==> src/rtl/instruction_fetch_pkg.sv <==
`default_nettype none
// ---------------------------------------------------------------------------
// instruction_fetch_pkg : shared constants and state encoding for the fetch unit
// Revision : 1.0
// ---------------------------------------------------------------------------
package instruction_fetch_pkg;

    localparam logic [31:0] RESET_PC_DEFAULT = 32'h0000_0000;
    localparam logic [31:0] INSTR_NOP        = 32'h0000_0013;
    localparam int          DEPTH_DEFAULT    = 2;

    typedef enum logic [1:0] {
        ST_IDLE  = 2'd0,
        ST_RUN   = 2'd1,
        ST_DRAIN = 2'd2
    } fetch_state_e;

    function automatic logic [31:0] align_word(input logic [31:0] addr);
        return addr & ~32'h0000_0003;
    endfunction

endpackage
`default_nettype wire

==> src/rtl/fetch_fifo.sv <==
`default_nettype none
// ---------------------------------------------------------------------------
// fetch_fifo : small instruction buffer with push/pop/flush; head shows NOP when empty
// Revision : 1.0
// ---------------------------------------------------------------------------
module fetch_fifo
    import instruction_fetch_pkg::*;
#(
    parameter int DEPTH = DEPTH_DEFAULT,
    parameter int CW    = $clog2(DEPTH + 1)
) (
    input  logic          clk,
    input  logic          rst_n,
    input  logic          push,
    input  logic [31:0]   push_data,
    input  logic          pop,
    input  logic          flush,
    output logic [31:0]   head_data,
    output logic [CW-1:0] count,
    output logic          full,
    output logic          empty
);

    localparam int PW = (DEPTH > 1) ? $clog2(DEPTH) : 1;

    logic [31:0]   r_mem [DEPTH];
    logic [PW-1:0] r_wr_ptr;
    logic [PW-1:0] r_rd_ptr;
    logic [CW-1:0] r_count;
    logic          w_push;
    logic          w_pop;

    function automatic logic [PW-1:0] ptr_inc(input logic [PW-1:0] p);
        return (p == PW'(DEPTH - 1)) ? '0 : p + PW'(1);
    endfunction

    assign w_push    = push && !full && !flush;
    assign w_pop     = pop && !empty && !flush;
    assign full      = (r_count == CW'(DEPTH));
    assign empty     = (r_count == '0);
    assign count     = r_count;
    assign head_data = empty ? INSTR_NOP : r_mem[r_rd_ptr];

    always_ff @(posedge clk or negedge rst_n) begin
        if (!rst_n) begin
            r_wr_ptr <= '0;
            r_rd_ptr <= '0;
            r_count  <= '0;
        end else if (flush) begin
            r_wr_ptr <= '0;
            r_rd_ptr <= '0;
            r_count  <= '0;
        end else begin
            if (w_push) r_wr_ptr <= ptr_inc(r_wr_ptr);
            if (w_pop)  r_rd_ptr <= ptr_inc(r_rd_ptr);
            case ({w_push, w_pop})
                2'b10:   r_count <= r_count + CW'(1);
                2'b01:   r_count <= r_count - CW'(1);
                default: r_count <= r_count;
            endcase
        end
    end

    always_ff @(posedge clk) begin
        if (w_push) r_mem[r_wr_ptr] <= push_data;
    end

endmodule
`default_nettype wire

==> src/rtl/instruction_fetch.sv <==
`default_nettype none
// ---------------------------------------------------------------------------
// instruction_fetch : PC generation, request throttling and redirect/drain control
// Revision : 1.0
// ---------------------------------------------------------------------------
module instruction_fetch
    import instruction_fetch_pkg::*;
#(
    parameter logic [31:0] RESET_PC = RESET_PC_DEFAULT,
    parameter int          DEPTH    = DEPTH_DEFAULT
) (
    input  logic        I_clk,
    input  logic        I_rst_n,
    output logic        O_imem_req,
    output logic [31:0] O_imem_addr,
    input  logic        I_imem_gnt,
    input  logic        I_imem_rvalid,
    input  logic [31:0] I_imem_rdata,
    output logic        O_valid,
    input  logic        I_ready,
    output logic [31:0] O_instr,
    output logic [31:0] O_pc,
    input  logic        I_redirect,
    input  logic [31:0] I_redirect_pc
);

    localparam int CW = $clog2(DEPTH + 1);

    fetch_state_e  r_state;
    fetch_state_e  w_state_nxt;
    logic [31:0]   r_fetch_pc;
    logic [31:0]   r_head_pc;
    logic [CW-1:0] r_outstanding;
    logic [CW-1:0] r_drop;
    logic          r_req;
    logic [CW-1:0] w_out_nxt;
    logic [CW-1:0] w_drop_nxt;
    logic [CW-1:0] w_count;
    logic [CW-1:0] w_count_nxt;
    logic          w_fire;
    logic          w_accept;
    logic          w_redirect;
    logic          w_push;
    logic          w_pop;
    logic          w_full;
    logic          w_empty;
    logic [31:0]   w_target;
    logic [31:0]   w_head;

    assign w_fire      = r_req && I_imem_gnt;
    assign w_accept    = I_imem_rvalid && (r_outstanding != '0);
    assign w_redirect  = I_redirect && (r_state != ST_IDLE);
    assign w_target    = align_word(I_redirect_pc);
    // Responses are only kept in RUN; a same-cycle redirect discards them too.
    assign w_push      = w_accept && (r_state == ST_RUN) && !w_redirect;
    assign w_pop       = !w_empty && I_ready && !w_redirect;
    assign w_out_nxt   = r_outstanding + CW'(w_fire) - CW'(w_accept);
    assign w_count_nxt = w_redirect ? '0 : (w_count + CW'(w_push) - CW'(w_pop));

    fetch_fifo #(
        .DEPTH (DEPTH),
        .CW    (CW)
    ) u_fifo (
        .clk       (I_clk),
        .rst_n     (I_rst_n),
        .push      (w_push),
        .push_data (I_imem_rdata),
        .pop       (w_pop),
        .flush     (w_redirect),
        .head_data (w_head),
        .count     (w_count),
        .full      (w_full),
        .empty     (w_empty)
    );

    always_comb begin
        w_state_nxt = r_state;
        w_drop_nxt  = r_drop;
        case (r_state)
            ST_IDLE: w_state_nxt = ST_RUN;
            ST_RUN: begin
                if (w_redirect) begin
                    w_drop_nxt  = w_out_nxt;
                    w_state_nxt = (w_out_nxt != '0) ? ST_DRAIN : ST_RUN;
                end
            end
            ST_DRAIN: begin
                if (w_accept && (r_drop != '0)) w_drop_nxt = r_drop - CW'(1);
                if (w_drop_nxt == '0) w_state_nxt = ST_RUN;
            end
            default: w_state_nxt = ST_IDLE;
        endcase
    end

    // The request is registered from next-cycle occupancy, which equals the
    // current buffered+outstanding check once the edge has passed.
    always_ff @(posedge I_clk or negedge I_rst_n) begin
        if (!I_rst_n) begin
            r_state       <= ST_IDLE;
            r_fetch_pc    <= RESET_PC;
            r_head_pc     <= RESET_PC;
            r_outstanding <= '0;
            r_drop        <= '0;
            r_req         <= 1'b0;
        end else begin
            r_state       <= w_state_nxt;
            r_drop        <= w_drop_nxt;
            r_outstanding <= w_out_nxt;
            r_req         <= (w_state_nxt == ST_RUN) &&
                             ((int'(w_count_nxt) + int'(w_out_nxt)) < DEPTH);
            if (w_redirect) begin
                r_fetch_pc <= w_target;
                r_head_pc  <= w_target;
            end else begin
                if (w_fire) r_fetch_pc <= r_fetch_pc + 32'd4;
                if (w_pop)  r_head_pc  <= r_head_pc + 32'd4;
            end
        end
    end

    assign O_imem_req  = r_req;
    assign O_imem_addr = r_fetch_pc;
    assign O_valid     = !w_empty;
    assign O_instr     = w_head;
    assign O_pc        = r_head_pc;

    a_rvalid_expected: assert property (@(posedge I_clk) disable iff (!I_rst_n)
        I_imem_rvalid |-> (r_outstanding != '0));
    a_no_overflow: assert property (@(posedge I_clk) disable iff (!I_rst_n)
        !(w_push && w_full));

endmodule
`default_nettype wire
==> config.mk <==
export PLATFORM = sky130hd
export DESIGN_NAME = instruction_fetch
export DESIGN_NICKNAME = d
export VERILOG_FILES = /design/src/rtl/instruction_fetch_pkg.sv /design/src/rtl/fetch_fifo.sv /design/src/rtl/instruction_fetch.sv
export SDC_FILE = /design/constraint.sdc
export NUM_CORES = 1
export LEC_CHECK = 0
export ABC_AREA = 1
export BUFFER_PORTS_ARGS = -buffer_cell sky130_fd_sc_hd__buf_2
export CORE_MARGIN = 2
export CORE_UTILIZATION = 55
export CTS_BUF_LIST = sky130_fd_sc_hd__clkbuf_16
export DETAILED_ROUTE_END_ITERATION = 10
export PLACE_DENSITY = 0.92
export SLEW_MARGIN = 20
export SYNTH_ARGS = -nofsm -noshare
export SYNTH_HDL_FRONTEND = slang
export SYNTH_SLANG_ARGS = --single-unit
==> constraint.sdc <==
create_clock -name I_clk -period 3.7 [get_ports I_clk]
set_clock_uncertainty 0.1 [all_clocks]
set_input_delay 0.555 -clock I_clk [delete_from_list [all_inputs] [get_ports I_clk]]
set_output_delay 0.555 -clock I_clk [all_outputs]
set_load 0.05 [all_outputs]
==> flow_metrics.tcl <==
set metrics [dict create \
    final_cell_mix "sky130_fd_sc_hd__nand2_1, sky130_fd_sc_hd__buf_2, sky130_fd_sc_hd__nor2_1" \
    drt_first_pass_iters 7 \
    synth-seq-area-share_pct 48.9 \
    crit-reg2reg-capture "O_imem_req" \
    whs_path_depth 1 \
    setup_slack_ns 0.447 \
    worst_min_path_start "I_imem_rdata[23]" \
    seqPwrFrac_pct 30.7 \
    min-delay-path-class "primary input to flop" \
    place_area_um2 8510 \
    layout.cells.non_filler 1364 \
    gr-usage-all-layers_pct 30.7 \
    synth_adder_area_share_pct 1.59 \
    worst-endpoint-arrival_ns 3.51 \
    max_capacitance_violation_count 0 \
    fin_nets 1253 \
    period_share_pct 87.9 \
    chipHeight_um 121 \
    r2r_setup_slack_ns 0.45 \
    grt_setup_unrepaired "no" \
    post_cts_resized 0 \
    clk_latency_ns 0.42 \
    final_antenna_net_count 0 \
    postLayoutCoreUtil_pct 68.3 \
    cp_data_required_time_ns 3.96 \
    total_global_routing_overflow 0 \
    placement.setup.worst_slack_ns 0.541 \
    numClockSinks 135 \
    drt-vias-per-instance 5.50 \
    hpwlAfterDp_um 15300 \
    most_frequent_standard_cell_in_the_layout_excluding_fill_and_tap_cells "sky130_fd_sc_hd__nand2_1" \
    rows 42 \
    p_sw_share_pct 52.2 \
    power_switching_mw 4.54 \
    crit_path_end_kind "flop" \
    htree_num_levels 4 \
    cts.repair_timing.setup_buffer_count 0 \
    grt_start_max_net_pins 72 \
    clkTransAtPathRegs_ns 0.06 \
    post_cts_hold_buffer_count 0 \
    cts.root.buffer_cell "sky130_fd_sc_hd__clkbuf_16" \
    post-route-drc-count 0 \
    post_synth.cell_area_avg_um2 7.45 \
    proportion_of_power_drawn_by_combinational_gates_pct 49.4 \
    detail_route.wl_per_cell_um 16.0 \
    min_delay_worst_endpoint "u_fifo.r_mem[0][23]" \
    share_of_the_synthesized_netlist_area_taken_by_xor_and_xnor_gates_pct 1.51 \
    via_count 7500 \
    setup-violations-final 0 \
    first_global_vias 6839 \
    clock_tree_from_tritoncts "done" \
    cell_internal_power_dissipation_mw 4.16 \
    die_x_um 121 \
    timing_worst_setup_path_type "flop to flop" \
    regToRegStartpoint "r_state[0]" \
    gp_routability_congestion 0.951 \
    vdd.ir_drop.worst_uv 880 \
    grt_antenna_before_repair 1 \
    power_frac_clock_pct 19.9 \
    power_density_nw_per_um2 955 \
    maxSlewHeadroom_pct 37.1 \
    synth_area_um2 7560 \
    area_overhead_of_the_layout_relative_to_synthesis_pct 20.6 \
    synth_compound_gate_area_share_pct 8.58 \
    slew_violations 0 \
    cts_inserted_buffers 17 \
    maxClockFrequency_mhz 307 \
    dominant_combinational_cell_family_by_area_after_synthesis "simple AND/OR/NAND/NOR gates" \
    num-fill-cells 1096 \
    post_route_setup_tns_ns 0 \
    drive_above_1_share_pct 18.8 \
    synth_cell_types 33 \
    fin_crit_ns 3.25 \
    core_region_area_um2 13300 \
    postSynthRegisterBits 135 \
    dieArea_um2 14700 \
    floorplan.io_pins 168 \
    timing_hold_violations_final 0 \
    r2r_cells 10 \
    initial_core_utilization_pct 56.6 \
    clk_path_buf_depth 2 \
    numPlacedInstances 1331 \
    yosysWarningCount 0 \
    outcome "finished clean" \
    yosys-mux-area-fraction_pct 0 \
    synth_cells 1014 \
    power.leakage_nw 4.36 \
    tightestPinTransition_ns 0.944 \
    yosys.area_share.simple_pct 32.4 \
    setup.worst_path.start "r_state[0]" \
    timing.critical_path.fanout_max 25 \
    timing.critical_path.from_type "flop" \
    final_area_um2 9110 \
    drt_first_iter_violations 1025 \
    drt-total-wl_um 21800 \
    buffer_ports.inserted 161 \
    wire_length_of_the_first_global_routing_pass_um 34500 \
]
==> metrics by stage <==
stage	hold slack (ns)	power, mW
global route	0.206	9.20
floorplan	0.159	5.77
finish	0.220	8.70
detailed placement	0.365	6.90
global placement	0.366	6.76
CTS	0.207	8.66
==> cells in the mapped netlist <==
cell type | count | area share (%)
sky130_fd_sc_hd__o21ai_0 | 29 | 1.9
sky130_fd_sc_hd__dfrtp_1 | 71 | 24
sky130_fd_sc_hd__nand3_1 | 72 | 4.8
sky130_fd_sc_hd__a22oi_1 | 1 | 0.099
sky130_fd_sc_hd__o211ai_1 | 9 | 0.89
sky130_fd_sc_hd__nand4_1 | 4 | 0.33
sky130_fd_sc_hd__nand3b_1 | 1 | 0.099
sky130_fd_sc_hd__nand2_2 | 3 | 0.25
sky130_fd_sc_hd__nor2_1 | 150 | 7.5
sky130_fd_sc_hd__o21ai_4 | 1 | 0.22
sky130_fd_sc_hd__nor3b_2 | 1 | 0.17
sky130_fd_sc_hd__conb_1 | 1 | 0.050
sky130_fd_sc_hd__nor3_1 | 6 | 0.40
sky130_fd_sc_hd__xor2_1 | 9 | 1.0
sky130_fd_sc_hd__xnor2_1 | 4 | 0.46
sky130_fd_sc_hd__ha_1 | 8 | 1.3
sky130_fd_sc_hd__nor2_2 | 9 | 0.75
sky130_fd_sc_hd__clkbuf_1 | 11 | 0.55
sky130_fd_sc_hd__a21oi_1 | 65 | 4.3
sky130_fd_sc_hd__o21bai_1 | 3 | 0.30
sky130_fd_sc_hd__or2_2 | 2 | 0.17
sky130_fd_sc_hd__a21boi_0 | 1 | 0.099
sky130_fd_sc_hd__inv_1 | 92 | 4.6
sky130_fd_sc_hd__buf_1 | 1 | 0.050
sky130_fd_sc_hd__clkinv_1 | 1 | 0.050
sky130_fd_sc_hd__inv_2 | 3 | 0.15
sky130_fd_sc_hd__nor2_4 | 1 | 0.15
sky130_fd_sc_hd__nand2_1 | 360 | 18
sky130_fd_sc_hd__edfxtp_1 | 64 | 25
sky130_fd_sc_hd__fa_1 | 1 | 0.26
sky130_fd_sc_hd__a31oi_1 | 9 | 0.75
sky130_fd_sc_hd__buf_4 | 5 | 0.50
sky130_fd_sc_hd__buf_2 | 16 | 1.1
==> kinds of logic (layout without fill, tap and decap cells) <==
| kind of cell | Yosys count | after routing |
|---|---|---|
| xor gates and xnor gates | 13 | 13 |
| AOI/OAI and AO/OA | 118 | 118 |
| DFF | 135 | 135 |
| other | 1 | 5 |
| buffers and inverters | 129 | 299 |
| adders and majority gates | 9 | 9 |
| and+or+nand+nor | 609 | 609 |
==> flip-flops by register name (all words and copies together), names as in the netlist <==
signal           count
u_fifo.r_mem        64
O_imem_addr         30
O_pc                30
r_drop               2
r_outstanding        2
r_state              2
u_fifo.count         2
O_imem_req           1
u_fifo.r_rd_ptr      1
u_fifo.r_wr_ptr      1
==> power by group through the flow <==
stage,registers (mW),logic [mW],clock network [mW]
finish,2.67,4.30,1.73
global route,2.73,4.66,1.81
CTS,2.64,4.28,1.75
detailed placement,2.65,4.24,0
global placement,2.64,4.12,0
floorplan,3.58,2.18,0
==> per-layer routing <==
metal	vias to the layer above	share of wire [%]	global-route usage, %
li1	3572	-	-
met1	3400	38	41.1
met2	448	48	48.6
met3	80	10	6.20
met4	0	3.9	13.4
met5	-	0	0
==> worst max-delay path by stage <==
stage / endpoint / slack, ns
3_5_place_dp: O_imem_req / 0.54
3_3_place_gp: O_imem_req / 0.68
2_1_floorplan: u_fifo.r_mem[0][0] / 0.79
4_1_cts: O_imem_req / 0.49
5_1_grt: O_imem_req / 0.28
6_report: O_imem_req / 0.45
==> worst max-delay path, stage by stage (launching register included) <==
cell and delay (ns):
sky130_fd_sc_hd__dfrtp_1 0.44, sky130_fd_sc_hd__o21ai_4 0.65, sky130_fd_sc_hd__nand3_1 0.24, sky130_fd_sc_hd__ha_1 0.33, sky130_fd_sc_hd__inv_1 0.04, sky130_fd_sc_hd__ha_1 0.20
sky130_fd_sc_hd__xor2_1 0.21, sky130_fd_sc_hd__nor2_1 0.08, sky130_fd_sc_hd__fa_1 0.48, sky130_fd_sc_hd__or2_2 0.31, sky130_fd_sc_hd__nor2_1 0.10
==> final cells by class <==
| cell class | instances | area (um2) | share of cell area [%] |
|---|---|---|---|
| tap | 176 | 220 | 2.42 |
| antenna | 1 | 2.50 | 0.0275 |
| sequential | 135 | 3700 | 40.6 |
| timing repair buffer | 171 | 881 | 9.66 |
| multi-input combinational | 753 | 3350 | 36.8 |
| inverter | 96 | 360 | 3.95 |
| clock inverter | 15 | 176 | 1.94 |
| clock buffer | 17 | 425 | 4.67 |
Power figures use the tool's default switching activity.
